[src/rtl/uart_rx_frame_ctrl.sv]
// rtl/uart_rx_frame_ctrl.sv - frame parser and payload buffer behind a UART receiver
//
// Hunts for SYNC_BYTE, then parses ADDR, LEN, LEN payload bytes and CSUM,
// where CSUM = XOR(ADDR, LEN, payload). Verified payloads are drained on a
// valid/ready byte stream. Errors and dropped bytes are reported as
// registered one-cycle pulses.
//
// Ports:
//   clk          clock, rising edge
//   r_reset      synchronous active-high reset
//   i_rx_valid   one-cycle byte-ready pulse from the receiver
//   i_rx_data    received byte
//   o_valid      payload byte available downstream
//   i_ready      downstream accept
//   o_data       payload byte
//   o_last       final payload byte of the frame
//   o_addr       latched ADDR byte
//   o_len        latched LEN byte
//   o_frame_ok   pulse: frame verified
//   o_frame_err  pulse: frame discarded
//   o_err_code   1=LEN too large, 2=checksum mismatch, 3=timeout
//   o_overrun    pulse: byte dropped while draining
//   o_busy       controller is not hunting for sync

module uart_rx_frame_ctrl #(
    parameter int         MAX_LEN        = 16,
    parameter logic [7:0] SYNC_BYTE      = 8'hA5,
    parameter int         TIMEOUT_CYCLES = 436240
) (
    input  logic       clk,
    input  logic       r_reset,
    input  logic       i_rx_valid,
    input  logic [7:0] i_rx_data,
    output logic       o_valid,
    input  logic       i_ready,
    output logic [7:0] o_data,
    output logic       o_last,
    output logic [7:0] o_addr,
    output logic [7:0] o_len,
    output logic       o_frame_ok,
    output logic       o_frame_err,
    output logic [1:0] o_err_code,
    output logic       o_overrun,
    output logic       o_busy
);

    localparam int IW = $clog2(MAX_LEN + 1);
    // Buffer address width; idx never exceeds MAX_LEN-1 while writing.
    localparam int AW = (MAX_LEN > 1) ? $clog2(MAX_LEN) : 1;
    localparam int TW = (TIMEOUT_CYCLES > 1) ? $clog2(TIMEOUT_CYCLES) : 1;

    localparam logic [7:0]    MAX_LEN_B = 8'(MAX_LEN);
    localparam logic [TW-1:0] TMO_LAST  = TW'(TIMEOUT_CYCLES - 1);
    localparam logic [TW-1:0] TMO_ONE   = TW'(1);
    localparam logic [IW-1:0] IDX_ONE   = IW'(1);

    typedef enum logic [2:0] {
        S_HUNT    = 3'd0,
        S_ADDR    = 3'd1,
        S_LEN     = 3'd2,
        S_PAYLOAD = 3'd3,
        S_CSUM    = 3'd4,
        S_DRAIN   = 3'd5
    } state_t;

    state_t        state, state_next;
    logic [IW-1:0] idx, idx_next;
    logic [IW-1:0] rd_idx, rd_idx_next;
    logic [7:0]    xor_q, xor_next;
    logic [7:0]    addr_q, addr_next;
    logic [7:0]    len_q, len_next;
    logic [TW-1:0] tmo, tmo_next;
    logic          wr_en;
    logic          ok_next, err_next, ovr_next;
    logic [1:0]    code_next;
    logic          timed;
    logic          last_byte;

    logic [7:0] pbuf [0:MAX_LEN-1];

    // Only the header/payload/checksum phases are watched for stalls.
    assign timed = (state == S_ADDR) || (state == S_LEN) ||
                   (state == S_PAYLOAD) || (state == S_CSUM);

    assign last_byte = (8'(rd_idx) == (len_q - 8'd1));

    assign o_valid = (state == S_DRAIN);
    assign o_last  = (state == S_DRAIN) && last_byte;
    assign o_data  = (state == S_DRAIN) ? pbuf[rd_idx[AW-1:0]] : 8'h00;
    assign o_addr  = addr_q;
    assign o_len   = len_q;
    assign o_busy  = (state != S_HUNT);

    always_comb begin
        state_next  = state;
        idx_next    = idx;
        rd_idx_next = rd_idx;
        xor_next    = xor_q;
        addr_next   = addr_q;
        len_next    = len_q;
        wr_en       = 1'b0;
        ok_next     = 1'b0;
        err_next    = 1'b0;
        code_next   = 2'd0;
        ovr_next    = 1'b0;

        case (state)
            S_HUNT: begin
                if (i_rx_valid && (i_rx_data == SYNC_BYTE)) begin
                    state_next = S_ADDR;
                end
            end
            S_ADDR: begin
                if (i_rx_valid) begin
                    addr_next  = i_rx_data;
                    xor_next   = i_rx_data;
                    state_next = S_LEN;
                end
            end
            S_LEN: begin
                if (i_rx_valid) begin
                    len_next = i_rx_data;
                    xor_next = xor_q ^ i_rx_data;
                    idx_next = '0;
                    if (i_rx_data > MAX_LEN_B) begin
                        state_next = S_HUNT;
                        err_next   = 1'b1;
                        code_next  = 2'd1;
                    end else if (i_rx_data == 8'd0) begin
                        state_next = S_CSUM;
                    end else begin
                        state_next = S_PAYLOAD;
                    end
                end
            end
            S_PAYLOAD: begin
                if (i_rx_valid) begin
                    wr_en    = 1'b1;
                    xor_next = xor_q ^ i_rx_data;
                    if (8'(idx) == (len_q - 8'd1)) begin
                        idx_next   = '0;
                        state_next = S_CSUM;
                    end else begin
                        idx_next = idx + IDX_ONE;
                    end
                end
            end
            S_CSUM: begin
                if (i_rx_valid) begin
                    if (i_rx_data == xor_q) begin
                        ok_next    = 1'b1;
                        state_next = (len_q != 8'd0) ? S_DRAIN : S_HUNT;
                    end else begin
                        err_next   = 1'b1;
                        code_next  = 2'd2;
                        state_next = S_HUNT;
                    end
                end
            end
            S_DRAIN: begin
                // No backpressure upstream: anything arriving now is lost.
                ovr_next = i_rx_valid;
                if (i_ready) begin
                    if (last_byte) begin
                        rd_idx_next = '0;
                        state_next  = S_HUNT;
                    end else begin
                        rd_idx_next = rd_idx + IDX_ONE;
                    end
                end
            end
            default: begin
                state_next = S_HUNT;
            end
        endcase

        // A byte in the expiry cycle takes priority over the timeout.
        if (timed && (tmo == TMO_LAST) && !i_rx_valid) begin
            state_next = S_HUNT;
            idx_next   = '0;
            err_next   = 1'b1;
            code_next  = 2'd3;
        end

        if (!timed || i_rx_valid || (state_next != state)) begin
            tmo_next = '0;
        end else begin
            tmo_next = tmo + TMO_ONE;
        end
    end

    always_ff @(posedge clk) begin
        if (r_reset) begin
            state       <= S_HUNT;
            idx         <= '0;
            rd_idx      <= '0;
            xor_q       <= 8'h00;
            addr_q      <= 8'h00;
            len_q       <= 8'h00;
            tmo         <= '0;
            o_frame_ok  <= 1'b0;
            o_frame_err <= 1'b0;
            o_err_code  <= 2'd0;
            o_overrun   <= 1'b0;
        end else begin
            state       <= state_next;
            idx         <= idx_next;
            rd_idx      <= rd_idx_next;
            xor_q       <= xor_next;
            addr_q      <= addr_next;
            len_q       <= len_next;
            tmo         <= tmo_next;
            o_frame_ok  <= ok_next;
            o_frame_err <= err_next;
            o_err_code  <= code_next;
            o_overrun   <= ovr_next;
        end
    end

    // Payload storage carries no reset; contents are overwritten per frame.
    always_ff @(posedge clk) begin
        if (wr_en) begin
            pbuf[idx[AW-1:0]] <= i_rx_data;
        end
    end

endmodule

[config.mk]
export PLATFORM = sky130hd
export DESIGN_NAME = uart_rx_frame_ctrl
export DESIGN_NICKNAME = d
export VERILOG_FILES = /design/src/rtl/uart_rx_frame_ctrl.sv
export SDC_FILE = /design/constraint.sdc
export NUM_CORES = 1
export LEC_CHECK = 0
export ABC_AREA = 0
export CORE_MARGIN = 5
export CORE_UTILIZATION = 57
export CTS_CLUSTER_DIAMETER = 100
export DETAILED_ROUTE_END_ITERATION = 7
export DONT_BUFFER_PORTS = 1
export GPL_ROUTABILITY_DRIVEN = 1
export HOLD_SLACK_MARGIN = 0.06
export PLACE_DENSITY_LB_ADDON = 0.1
export SKIP_CTS_REPAIR_TIMING = 1
export SLEW_MARGIN = 10
export SYNTH_ARGS = -nofsm -noshare
export SYNTH_HDL_FRONTEND = slang
export SYNTH_SLANG_ARGS = --single-unit
[constraint.sdc]
create_clock -name clk -period 2.4 [get_ports clk]
set_input_delay 0.48 -clock clk [delete_from_list [all_inputs] [get_ports clk]]
set_output_delay 0.48 -clock clk [all_outputs]
set_load 0.01 [all_outputs]
Yosys cells after proc, flatten, opt, wreduce, memory -nomap -nowiden

Memory sizes are Yosys's and may differ from the RTL's. A register that Yosys moved wholly into a read port is not among the register bits.
Cells that the tools add are included.

Shift operators: 0
Mux-type cells: 42
Multiply operators: 0
Bitwise gates (word level): 4
Reductions and logical operators: 27
Add/subtract/negate cells: 4
Order comparisons: 1
Equal/unequal tests: 15
Div/mod/pow operators: 0

Operator list:

| operator                                                               | number |
|---|---|
| 3-bit 2-to-1 mux                                                       | 13 |
| 8-bit 2-to-1 mux                                                       | 3 |
| 5-bit 2-to-1 mux                                                       | 4 |
| 19-bit by 1-bit adder with 19-bit output (second input constant)       | 1 |
| 19-bit equality test (second input constant)                           | 1 |
| 3-bit case mux with 6 select lines                                     | 1 |
| 5-bit by 8-bit equality test with 1-bit output                         | 2 |
| 8-bit case mux with 2 select lines                                     | 1 |
| 1-bit 2-to-1 mux                                                       | 12 |
| 5-bit by 1-bit adder with 5-bit output (second input constant)         | 2 |
| 5-bit case mux with 2 select lines                                     | 1 |
| 8-bit equality test                                                    | 1 |
| 8-bit equality test (second input constant)                            | 1 |
| 8-bit by 5-bit > comparator with 1-bit output (second input constant)  | 1 |
| 8-bit logical NOT                                                      | 1 |
| 4-bit 2-to-1 mux                                                       | 2 |
| 8-bit nonzero test                                                     | 1 |
| 2-bit OR reduction                                                     | 4 |
| 8-bit by 1-bit subtractor with 8-bit output (second input constant)    | 1 |
| 8-bit XOR                                                              | 1 |
| 3-bit by 2-bit equality test with 1-bit output (second input constant) | 2 |
| 3-bit equality test (second input constant)                            | 2 |
| 2-bit 2-to-1 mux                                                       | 3 |
| 2-bit inequality test (second input constant)                          | 3 |
| other kinds (15)                                                       | 29 |

Register bits after elaboration: 61
Bits in writable memories: 128
Output and inout bits: 32
Logic and storage cells: 105
Memory bits (read-only): 0
Latch bits: 0
Memories: 1
Input port bits: 12

Memory list:

| memory | words | width | read ports | clocked after Yosys merged registers in | write ports | RTL line | source |
|---|---|---|---|---|---|---|---|
| pbuf   | 16    | 8     | 1          | 1                                       | 1           | 79       | `logic [7:0] pbuf [0:MAX_LEN-1];` |

Longest topological paths before layout

Depth in word-level cells: 10
Depth in mapped cells: 9
Gate-level depth less buffers: 8

Worst setup path before layout

No wires, ideal clock.

Path kind: register -> output
From: reg with a tool-made name
To: out o_data[0]
Buffers on the path: 2
Slack: -0.053 ns
Stages on the path, launching flop included: 6
Required time: 1.920 ns
Arrival: 1.973 ns
Path through: dfxtp_1 clkbuf_1 buf_2 mux4_2 mux4_2 and2_1

RTL lines:

| item             | RTL line | source |
|---|---|---|
| end: declaration | 36       | `output logic [7:0] o_data,` |

==> flow_summary.yaml <==
outcome:
  status: "finished with violations"
  violations: "negative setup slack"
synth:
  async_flop_share_pct: 0
  syn_area_mm2: 0.00819
  ys_warn_count: 0
  synth.avg_cell_area_um2: 13.6
  synth.top_cell.area_share_pct: 46.9
  syn_inst: 603
  synth_cell_types: 54
  synth_area_leaders: "edfxtp_1, dfxtp_1, mux4_2"
  synth.most_common_cell: "edfxtp_1"
  ys_seq_area_share_pct: 62.8
  synthTopCellsByCount: "edfxtp_1, nand2_1, dfxtp_1"
  ys_ff_latch: 193
  synthFlopType: "edfxtp_1"
  syn_nets: 623
  yosysTopAreaCell: "edfxtp_1"
  synth-edff-count: 128
floorplanning:
  dieArea_mm2: 0.0169
  num_rows: 43
  core_area_mm2: 0.0140
  start_util_pct: 58.6
  die_width_um: 130
  die_y_um: 130
  pin_count: 44
detailed_routing:
  drtIter0Drc: 501
  via_count: 4955
  drt-wirelength-per-cell_um: 21.8
  routed_wirelength_um: 18000
  final_antenna_net_count: 0
  via_per_inst: 5.98
  drc: 0
  drt_pass1_iterations: 6
min_path:
  hold_path_class: "in -> reg"
  min_path_cells: 1
  hold_start: "r_reset"
  hold_path_end: "o_len[0]"
finish:
  area_growth_pct: 13.7
  final_area_mm2: 0.00931
  fin_nets: 656
  drive_gt1_share_pct: 20.5
  final_util_pct: 66.6
  antennaDiodeCount: 0
worst_setup_path:
  endpoint_kind: "output port"
  ff2ff_path_depth: 7
  crit_type: "reg -> out"
  rrSetupSlack_ns: 0.25
  crit_fanout: 7
  startpoint_type: "flop"
  r2r_start: "o_len[2]"
  worstPathRequired_ns: 1.92
  cp_data_arrival_time_ns: 2.24
timing:
  fmax_ghz: 0.367
  finalCritPeriodShare_pct: 113
  worst_pin_slew_ns: 0.695
  hold_viol: 0
  setup_ws_ns: -0.322
  min_period_ns: 2.72
  rsz0062_at_grt: "true"
  finalSetupViolCount: 9
  timing.slew.headroom_pct: 53.5
  finClkSkew_ns: 0.0104
  holdWs_ns: 0.118
  maxSlewViolCount: 0
power_and_ir_drop:
  ir_drop_mv: 0.363
  total_power_mw: 6.38
  power_density_mw_per_mm2: 686
  leakage_nw: 3.04
clock_tree:
  numClockSinks: 193
  tritoncts: "yes"
  numCtsBuffers: 17
  clk_path_buf_depth: 2
  clk_pin_slew_worst_paths_ns: 0.06
  worstSkewPairLatency_ns: 0.43
  cts.htree.levels: 4
  clock-root-buffer: "clkbuf_16"
grt:
  grt_max_degree: 37
  grt_usage_pct: 22.7
  grt_pass1_wl_um: 28300
  overflow: 0
  antenna_found_initial: 0
  first_global_vias: 4974
placed_design:
  pre_cts_ws_ns: 0.0577
  gp_congestion: 0.856
  dp_hpwl_um: 12100
  placed_area_mm2: 0.00864
  io_buffers: 0
flow_run:
  maxCapViolations: 0
## through the flow
stage          std cells  setup TNS (ns)
2_1_floorplan        603               0
3_3_place_gp         796               0
3_5_place_dp         796               0
4_1_cts              827           -3.30
5_1_grt              828           -3.10
6_report             828           -2.38
## worst max-delay path, stage by stage, from the launching register on
cell and delay [ns]:
dfxtp_4 0.42, buf_12 0.15, mux4_2 0.51, mux4_2 0.53, and2_4 0.20
## cell usage in the layout (no fill, tap or decap), types with 2 or more instances in the layout
cell type	n
edfxtp_1	128
nand2_1	74
dfxtp_1	63
nor2_1	56
mux4_2	40
buf_4	35
a21oi_1	27
xnor2_1	24
nand3_1	21
xor2_1	20
clkbuf_16	18
nor3_1	11
inv_1	9
and2_4	8
and3_1	8
nand4_1	7
ha_1	7
nor2b_1	6
nand2b_1	6
nor4_1	4
and4_1	4
nor3b_1	4
buf_12	4
or3_1	3
nand3b_1	3
o21ai_0	3
and2_1	3
bufinv_16	3
o21bai_1	2
nor4b_1	2
o211ai_1	2
a21o_1	2
a21boi_0	2
clkinvlp_2	2
clkinv_2	2
clkbuf_1	2
## report_power, final
part	total, mW	switching [mW]	leakage, nW	internal (mW)
clock network	2.80	1.14	0.280	1.65
logic	0.0402	0.0172	1.09	0.0230
registers	3.55	0.0100	1.67	3.54
total	6.38	1.17	3.04	5.21
## metal layers
metal | GRT usage (%) | wire (um)
met1 | 32.0 | 7730
met4 | 6.42 | 283
met5 | 0 | 0
met3 | 5.16 | 1090
met2 | 35.9 | 8910
## how the worst max path moves through the flow
| stage | cells past startpoint | to | slack, ns | from |
|---|---|---|---|---|
| final | 4 | o_data[3] | -0.32 | flop |
| after global routing | 4 | o_data[3] | -0.37 | flop |
| after CTS | 7 | o_last | -0.41 | o_len[0] |
| after detailed placement | 7 | o_last | 0.06 | o_len[0] |
| after global placement | 4 | o_data[4] | 0.12 | flop |
| after floorplan | 5 | o_data[0] | 0.02 | flop |
## flip-flops by register name, summed over array words and instances (netlist names), 2 cells and up, named ones only
register	cells
o_err_code	2
idx	5
rd_idx	5
o_len	8
o_addr	8
state	3
pbuf	128
tmo	19
xor_q	8
## kinds of logic (layout without fill, tap and decap cells)
family / Yosys count / after routing / share of synthesized area, %
xor+xnor: 48 / 48 / 5.48
simple gates: 227 / 227 / 13.4
buf+inv: 35 / 80 / 1.89
mux: 40 / 40 / 11.0
flops: 193 / 193 / 62.8
fa+ha+maj: 8 / 8 / 1.22
compound gates: 52 / 52 / 4.20
## final cells by class
type	count	area [um^2]
fillers	980	4680
repair buffers	40	368
multi-input cells	375	2950
well taps	180	225
flip-flops and latches	193	5150
inverters	9	33.8
clock inverters	11	139
clock buffers	20	447
(Power assumes the default switching activity.)
